**src/rtl/duty_setter.sv**
```systemverilog
// duty_setter: turns raw up/down buttons into an 8-bit duty value with debounce and auto-repeat.
// Build with DUTY_SETTER_WRAP_EN defined to make steps wrap modulo 256 instead of saturating.
module duty_setter #(
    parameter int DEBOUNCE     = 16,
    parameter int REPEAT_DELAY = 64,
    parameter int REPEAT_RATE  = 8,
    parameter int STEP         = 1,
    parameter int INIT         = 0
) (
    input  logic       clk,
    input  logic       rst,
    input  logic       btn_up,
    input  logic       btn_dn,
    output logic [7:0] bin,
    output logic       changed,
    output logic       holding
);
    localparam int DW   = $clog2(DEBOUNCE);
    localparam int TMAX = (REPEAT_DELAY > REPEAT_RATE) ? REPEAT_DELAY : REPEAT_RATE;
    localparam int TW   = $clog2(TMAX + 1);

    typedef enum logic [1:0] {IDLE, REP_WAIT, REPEAT, LOCK} state_t;

    // Bit 0 carries the up button, bit 1 the down button.
    logic [1:0]    raw, sync1, sync2, lvl, lvl_q;
    logic [DW-1:0] cnt [2];
    state_t        state;
    logic          dir;
    logic [TW-1:0] timer;
    logic          up, dn, act, oth, step_dn;
    logic [7:0]    stepped;

    assign raw = {btn_dn, btn_up};

    always_ff @(posedge clk) begin
        if (!rst) begin
            sync1 <= '0;
            sync2 <= '0;
        end else begin
            sync1 <= raw;
            sync2 <= sync1;
        end
    end

    always_ff @(posedge clk) begin
        if (!rst) begin
            lvl <= '0;
            for (int i = 0; i < 2; i++) cnt[i] <= '0;
        end else begin
            for (int i = 0; i < 2; i++) begin
                if (sync2[i] == lvl[i]) begin
                    cnt[i] <= '0;
                end else if (cnt[i] == DW'(DEBOUNCE - 1)) begin
                    lvl[i] <= ~lvl[i];
                    cnt[i] <= '0;
                end else begin
                    cnt[i] <= cnt[i] + DW'(1);
                end
            end
        end
    end

    function automatic logic [7:0] step_val(input logic [7:0] v, input logic down);
        logic [8:0]        sum;
        logic signed [8:0] diff;
        sum  = {1'b0, v} + 9'(STEP);
        diff = $signed({1'b0, v}) - $signed(9'(STEP));
`ifdef DUTY_SETTER_WRAP_EN
        step_val = down ? diff[7:0] : sum[7:0];
`else
        if (down) step_val = diff[8] ? 8'h00 : diff[7:0];
        else      step_val = sum[8]  ? 8'hFF : sum[7:0];
`endif
    endfunction

    assign up  = lvl[0];
    assign dn  = lvl[1];
    assign act = dir ? dn : up;
    assign oth = dir ? up : dn;
    // In IDLE a step only happens on a lone press, so the down flag is simply "up not held".
    assign step_dn = (state == IDLE) ? ~up : dir;
    assign stepped = step_val(bin, step_dn);

    always_ff @(posedge clk) begin
        if (!rst) begin
            state   <= IDLE;
            dir     <= 1'b0;
            timer   <= '0;
            bin     <= 8'(INIT);
            changed <= 1'b0;
            holding <= 1'b0;
            lvl_q   <= '0;
        end else begin
            lvl_q   <= lvl;
            changed <= 1'b0;
            case (state)
                IDLE: begin
                    if (up && dn) begin
                        state <= LOCK;
                    end else if ((up && !lvl_q[0]) || (dn && !lvl_q[1])) begin
                        bin     <= stepped;
                        changed <= (stepped != bin);
                        dir     <= dn;
                        timer   <= TW'(REPEAT_DELAY - 1);
                        state   <= REP_WAIT;
                        holding <= 1'b1;
                    end
                end
                REP_WAIT, REPEAT: begin
                    if (!act) begin
                        state   <= IDLE;
                        holding <= 1'b0;
                    end else if (oth) begin
                        state   <= LOCK;
                        holding <= 1'b0;
                    end else if (timer == '0) begin
                        bin     <= stepped;
                        changed <= (stepped != bin);
                        timer   <= TW'(REPEAT_RATE - 1);
                        state   <= REPEAT;
                    end else begin
                        timer <= timer - TW'(1);
                    end
                end
                LOCK: begin
                    if (!up && !dn) state <= IDLE;
                end
                default: state <= IDLE;
            endcase
        end
    end
endmodule
```
**config.mk**
```make
export PLATFORM = sky130hd
export DESIGN_NAME = duty_setter
export DESIGN_NICKNAME = d
export VERILOG_FILES = /design/src/rtl/duty_setter.sv
export SDC_FILE = /design/constraint.sdc
export NUM_CORES = 1
export LEC_CHECK = 0
export ABC_AREA = 0
export CAP_MARGIN = 30
export CORE_MARGIN = 1.5
export CORE_UTILIZATION = 59
export DETAILED_ROUTE_END_ITERATION = 12
export PLACE_DENSITY = 0.89
export SYNTH_ARGS = -nofsm -noshare
export SYNTH_HDL_FRONTEND = slang
export SYNTH_SLANG_ARGS = --single-unit
```
**constraint.sdc**
```tcl
create_clock -name clk -period 2.8 [get_ports clk]
set_clock_uncertainty 0.05 [all_clocks]
set_input_delay 0.28 -clock clk [delete_from_list [all_inputs] [get_ports clk]]
set_output_delay 0.28 -clock clk [all_outputs]
set_load 0.1 [all_outputs]
```
## Word-level counts from Yosys, hierarchy flattened

Memory sizes are Yosys's and may differ from the RTL's.
Cells that the tools add are included.

| cells by class | value |
|---|---|
| add/subtract/negate cells | 5 |
| multiply operators | 0 |
| div/mod/pow operators | 0 |
| magnitude comparators | 0 |
| eq/ne operators | 17 |
| shift operators | 0 |
| muxes and demuxes | 65 |
| bitwise logic cells | 11 |
| reduce and logical (&&, ||, !) cells | 20 |

Operator list:

| cell | count |
|---|---|
| 2-to-1 mux 8 bit | 8 |
| 2-to-1 mux 1 bit | 35 |
| 2-to-1 mux 7 bit | 5 |
| 2-to-1 mux 4 bit | 6 |
| one-hot mux 8 bit (2 select lines) | 1 |
| one-hot mux 7 bit (2 select lines) | 1 |
| 2-to-1 mux 2 bit | 6 |
| != test 2 bit, second input constant | 5 |
| adder 8 x 1 -> 9 bit, second input constant | 1 |
| subtractor 8 x 1 -> 9 bit, second input constant | 1 |
| adder 4 x 1 -> 4 bit, second input constant | 2 |
| equality test 4 bit, second input constant | 2 |
| != test 8 bit | 1 |
| zero test 7 bit | 1 |
| subtractor 7 x 1 -> 7 bit, second input constant | 1 |
| OR 1 bit | 6 |
| one-hot mux 2 bit (3 select lines) | 1 |
| AND reduction 3 bit | 2 |
| AND reduction 6 bit | 1 |
| NOT 1 bit | 5 |
| AND reduction 5 bit | 1 |
| equality test 2 bit, second input constant | 2 |
| logical AND 1 bit | 4 |
| zero test 1 bit | 4 |
| other kinds (13) | 16 |

| word-level totals | value |
|---|---|
| bits in registers | 28 |
| latch bits | 0 |
| RAM bits | 8 |
| memory bits (read-only) | 0 |
| input port bits | 4 |
| output and inout port bits | 10 |
| logic and storage cells | 130 |
| memories | 1 |

Memories:

| name | depth | width | read ports | clocked after memory_dff | write ports | line | source |
|---|---|---|---|---|---|---|---|
| cnt | 2 | 4 | 2 | 0 | 2 | 26 | `logic [DW-1:0] cnt [2];` |

## Longest topological paths before layout

| depth | value |
|---|---|
| depth in word-level cells | 8 |
| mapped depth | 10 |
| mapped depth without buffers | 7 |

## Worst setup path before layout

No wires, ideal clock.

| timing | value |
|---|---|
| path kind | register -> register |
| from | reg bin[1] |
| to | reg changed |
| library setup time | 74 ps |
| arrival time | 2531 ps |
| data required time | 2676 ps |
| path slack | 145 ps |
| cell stages (with the launch flop) | 8 |
| path buffers | 0 |
| period minus slack after synthesis | 2655 ps |
| cell sequence | dfxtp_1 inv_1 ha_1 or3b_4 or4_1 a221o_1 a21o_1 a31oi_1 |

| on the way | value |
|---|---|
| longest elaborated chain between the ends | 8 |
| elaborated cells on any way between the ends | 12 |
| classes of those cells | add/sub: 2; eq/ne: 1; mux: 9 |

Ends and longest elaborated chain:

| item | line | source |
|---|---|---|
| start: declaration | 14 | `output logic [7:0] bin,` |
| start signal: assignment | 89 | `bin <= 8'(INIT);` |
| start signal: assignment | 101 | `bin <= stepped;` |
| start signal: assignment | 117 | `bin <= stepped;` |
| adder 8 x 1 -> 9 bit or subtractor 8 x 1 -> 9 bit (tied branches) | 66, 67 |  |
| 2-to-1 mux 8 bit (on tied branches) | 72, 71 |  |
| 2-to-1 mux 8 bit | 71 | `if (down) step_val = diff[8] ? 8'h00 : diff[7:0];` |
| != test 8 bit (*) | 102, 118 |  |
| 2-to-1 mux 1 bit | 116 | `end else if (timer == '0) begin` |
| 2-to-1 mux 1 bit | 113 | `end else if (oth) begin` |
| 2-to-1 mux 1 bit | 110 | `if (!act) begin` |
| one-hot mux 1 bit (2 select lines) (*) | 96 | `case (state)` |
| end signal: assignment | 102 | `changed <= (stepped != bin);` |
| end signal: assignment | 118 | `changed <= (stepped != bin);` |
| end: declaration | 15 | `output logic changed,` |

Every way passes the cells marked *; elsewhere a longest branch is shown, timed or not.
A chain may end at the register's enable or synchronous reset.

## Worst setup path after layout

| timing | value |
|---|---|
| from | reg bin[0] |
| to | reg changed |

The elaborated chain is that of the path after synthesis.

==> results.md <==
- Final Max Slew Viols: 0
- Area leader, netlist: dfxtp_1
- First-pass GRT wire length: 7.62 mm
- Via density: 5.99
- Hold crit path type: reg2reg
- Post-synth top area share: 25.9%
- Ports: 14
- P&R area growth vs syn: 9.48%
- Final net count: 284
- Worst Setup Path Type: reg2reg
- Ratio of cells with drive above 1 in the final layout: 11.4%
- Top FF cell, synth: dfxtp_1
- Post-synth EDFFs: 8
- Final worst setup slack: 433 ps
- Sequential area share after synthesis: 37.0%
- I/O Buffers: 13
- Worst-case vdd ir drop: 538 uV
- CP cell instances: inv_1, ha_1, or3b_4, or4_1, a221o_1, a21o_1, a31oi_1
- Post-Route Setup TNS: 0 ps
- Outcome: completed
- Fin. Hold Viols: 0
- GRT Total Usage: 23.6%
- Fin crit period: 2370 ps
- Post-DP HPWL: 3.04 mm
- Post-route ant nets: 0
- Reg2Reg Launch Point: bin[0]$_SDFFE_PN0P_
- Slew HR: 60.4%
- Critical Path RT: 3020 ps
- Clk slew on worst S/H paths: 100 ps
- Vias in the first global route: 1743
- Die area: 0.00404 sq mm
- GR Overflow Total: 0
- Largest net degree at the start of global routing: 22
- Die height: 63.6 um
- First-pass detailed-route iteration total: 5
- Clock Tree Root: clkbuf_4
- Area contributors post-synth: dfxtp_1, edfxtp_1, ha_1
- Total setup buffers inserted after CTS: 0
- FF+latch count, synth: 36
- Average wire per standard cell: 13.6 um
- Initial Utilization: 63.4%
- Hold_buf cts: 0
- Initial antenna violation count: 0
- Floorplan row count: 21
- DP Area: 0.00229 sq mm
- Fin crit share: 84.5%
- Crit path from: bin[0]$_SDFFE_PN0P_
- Final Cell Area: 0.00237 sq mm
- Syn_area_per_cell: 8.39 sq um
- Synthesis Warnings: 0
- CP max FO: 10
- Clk buf depth: 2
- # H-tree levels: 2
- Antenna diode instance count: 0
- Max Cap Viol: 0
- RSZ-0062 raised after global routing: no
- Drt total wl: 4.33 mm
- Starting DRT DRC Count: 324
- Gate Count Post-Synth: 258
- Final setup fails: 0
- CP max stage cell: or3b_4
- Reg2reg setup slack: 430 ps
- Core footprint: 0.00342 sq mm
- PostCTS Resize Cnt: 0
- Cell family with most CP delay: simple AND/OR/NAND/NOR gates
- Fill count: 295
- Leakage power: 0.964 nW
- FMAX: 422 MHz
- CTS tree: done
- CP max stage delay: 430 ps
- Fin Hold WS: 401 ps
- Syn Std Cell Area: 0.00216 sq mm
- Asr flop ratio synth: 0%
- Pwr Density: 1000 mW/mm^2
- FF+latch area: 801 sq um
- Worst-Margin Slew: 589 ps
- Worst skew pair latency: 340 ps
- Hold path start: sync1[1]$_SDFF_PN0_
- Count of different cell masters after synthesis: 57
- Area of the multi-input gates: 0.00123 sq mm
- Die Wd: 63.6 um
- Critical Path AT: 2580 ps
- Routed vias: 1912
- Pre-CTS WS: 474 ps
- # DRC: 0
- Routability cong.: 0.860
- Worst Setup End Kind: flop
- Worst Path Buf+Inv: 1
- Number of CTS-inserted buffers: 5
- CP Launch Type: flop
- TritonCTS Sinks: 36
==> cell usage after synthesis (5+ instances only) <==
library cell,n
and2_1,8
dfxtp_1,28
o21ai_0,15
nand2_1,15
a21oi_1,17
edfxtp_1,8
a31oi_1,5
inv_1,19
xor2_1,7
ha_1,8
and3_1,5
nor2_1,19
nor3_1,9
nand3_1,12
clkbuf_1,10
a211oi_1,6
==> registers in the layout (all words and copies together), names as in the netlist <==
register,flops
holding,1
cnt,8
timer,7
lvl_q,2
state,2
lvl,2
dir,1
changed,1
sync2,2
sync1,2
bin,8
==> final timing paths <==
kind                                       endpoint  cells past startpoint
worst max-delay path             changed$_SDFF_PN0_                      7
worst min-delay path            sync2[1]$_SDFF_PN0_                      1
worst max register to register   changed$_SDFF_PN0_                      7
worst min register to register  sync2[1]$_SDFF_PN0_                      1
==> placed cells by master (no fill, tap or decap), types with 8 or more instances in the layout <==
| master | n |
|---|---|
| dfxtp_1 | 28 |
| inv_1 | 19 |
| nor2_1 | 19 |
| a21oi_1 | 17 |
| nand2_1 | 15 |
| o21ai_0 | 15 |
| buf_4 | 14 |
| nand3_1 | 12 |
| nor3_1 | 9 |
| and2_1 | 8 |
| ha_1 | 8 |
| edfxtp_1 | 8 |
| conb_1 | 8 |
==> layer usage <==
layer	track usage (%)	vias up	wire [um]
li1	-	958	-
met1	29.3	877	1980
met2	38.8	70	2060
met3	6.07	7	233
met4	9.78	0	61
met5	0	-	0
==> cell type report <==
class	count	share of cell area, %
Multi-Input combinational cell	193	51.8
Sequential cell	36	33.8
Timing Repair Buffer	17	5.70
Inverter	19	3.01
Tap cell	46	2.43
Clock buffer	6	1.74
Clock inverter	2	1.48
==> where the power goes <==
part           switching (mW)  total, mW  internal, mW
Combinational           0.799       1.28         0.480
Clock                   0.163      0.350         0.187
Sequential              0.132      0.744         0.612
==> through the flow <==
step	utilization (%)	std cells	power [mW]
2_1_floorplan	-	265	1.79
3_3_place_gp	67.1	311	1.99
3_5_place_dp	67.1	311	2.01
4_1_cts	69.4	319	2.37
5_1_grt	69.4	319	2.54
6_report	69.4	319	2.37
==> cell families (layout without fill, tap and decap cells) <==
kind of cell | after synthesis | in the layout | synth area share [%]
AND/OR/NAND/NOR | 88 | 88 | 21.3
AO/OA/AOI/OAI | 77 | 77 | 24.3
flip-flops | 36 | 36 | 37.0
adder cells (fa/ha/maj) | 8 | 8 | 4.62
buffers and inverters | 36 | 44 | 7.46
multiplexers | 4 | 4 | 1.91
XOR/XNOR | 8 | 8 | 3.24
other | 1 | 8 | 0.173
Power figures use the tool's default switching activity.
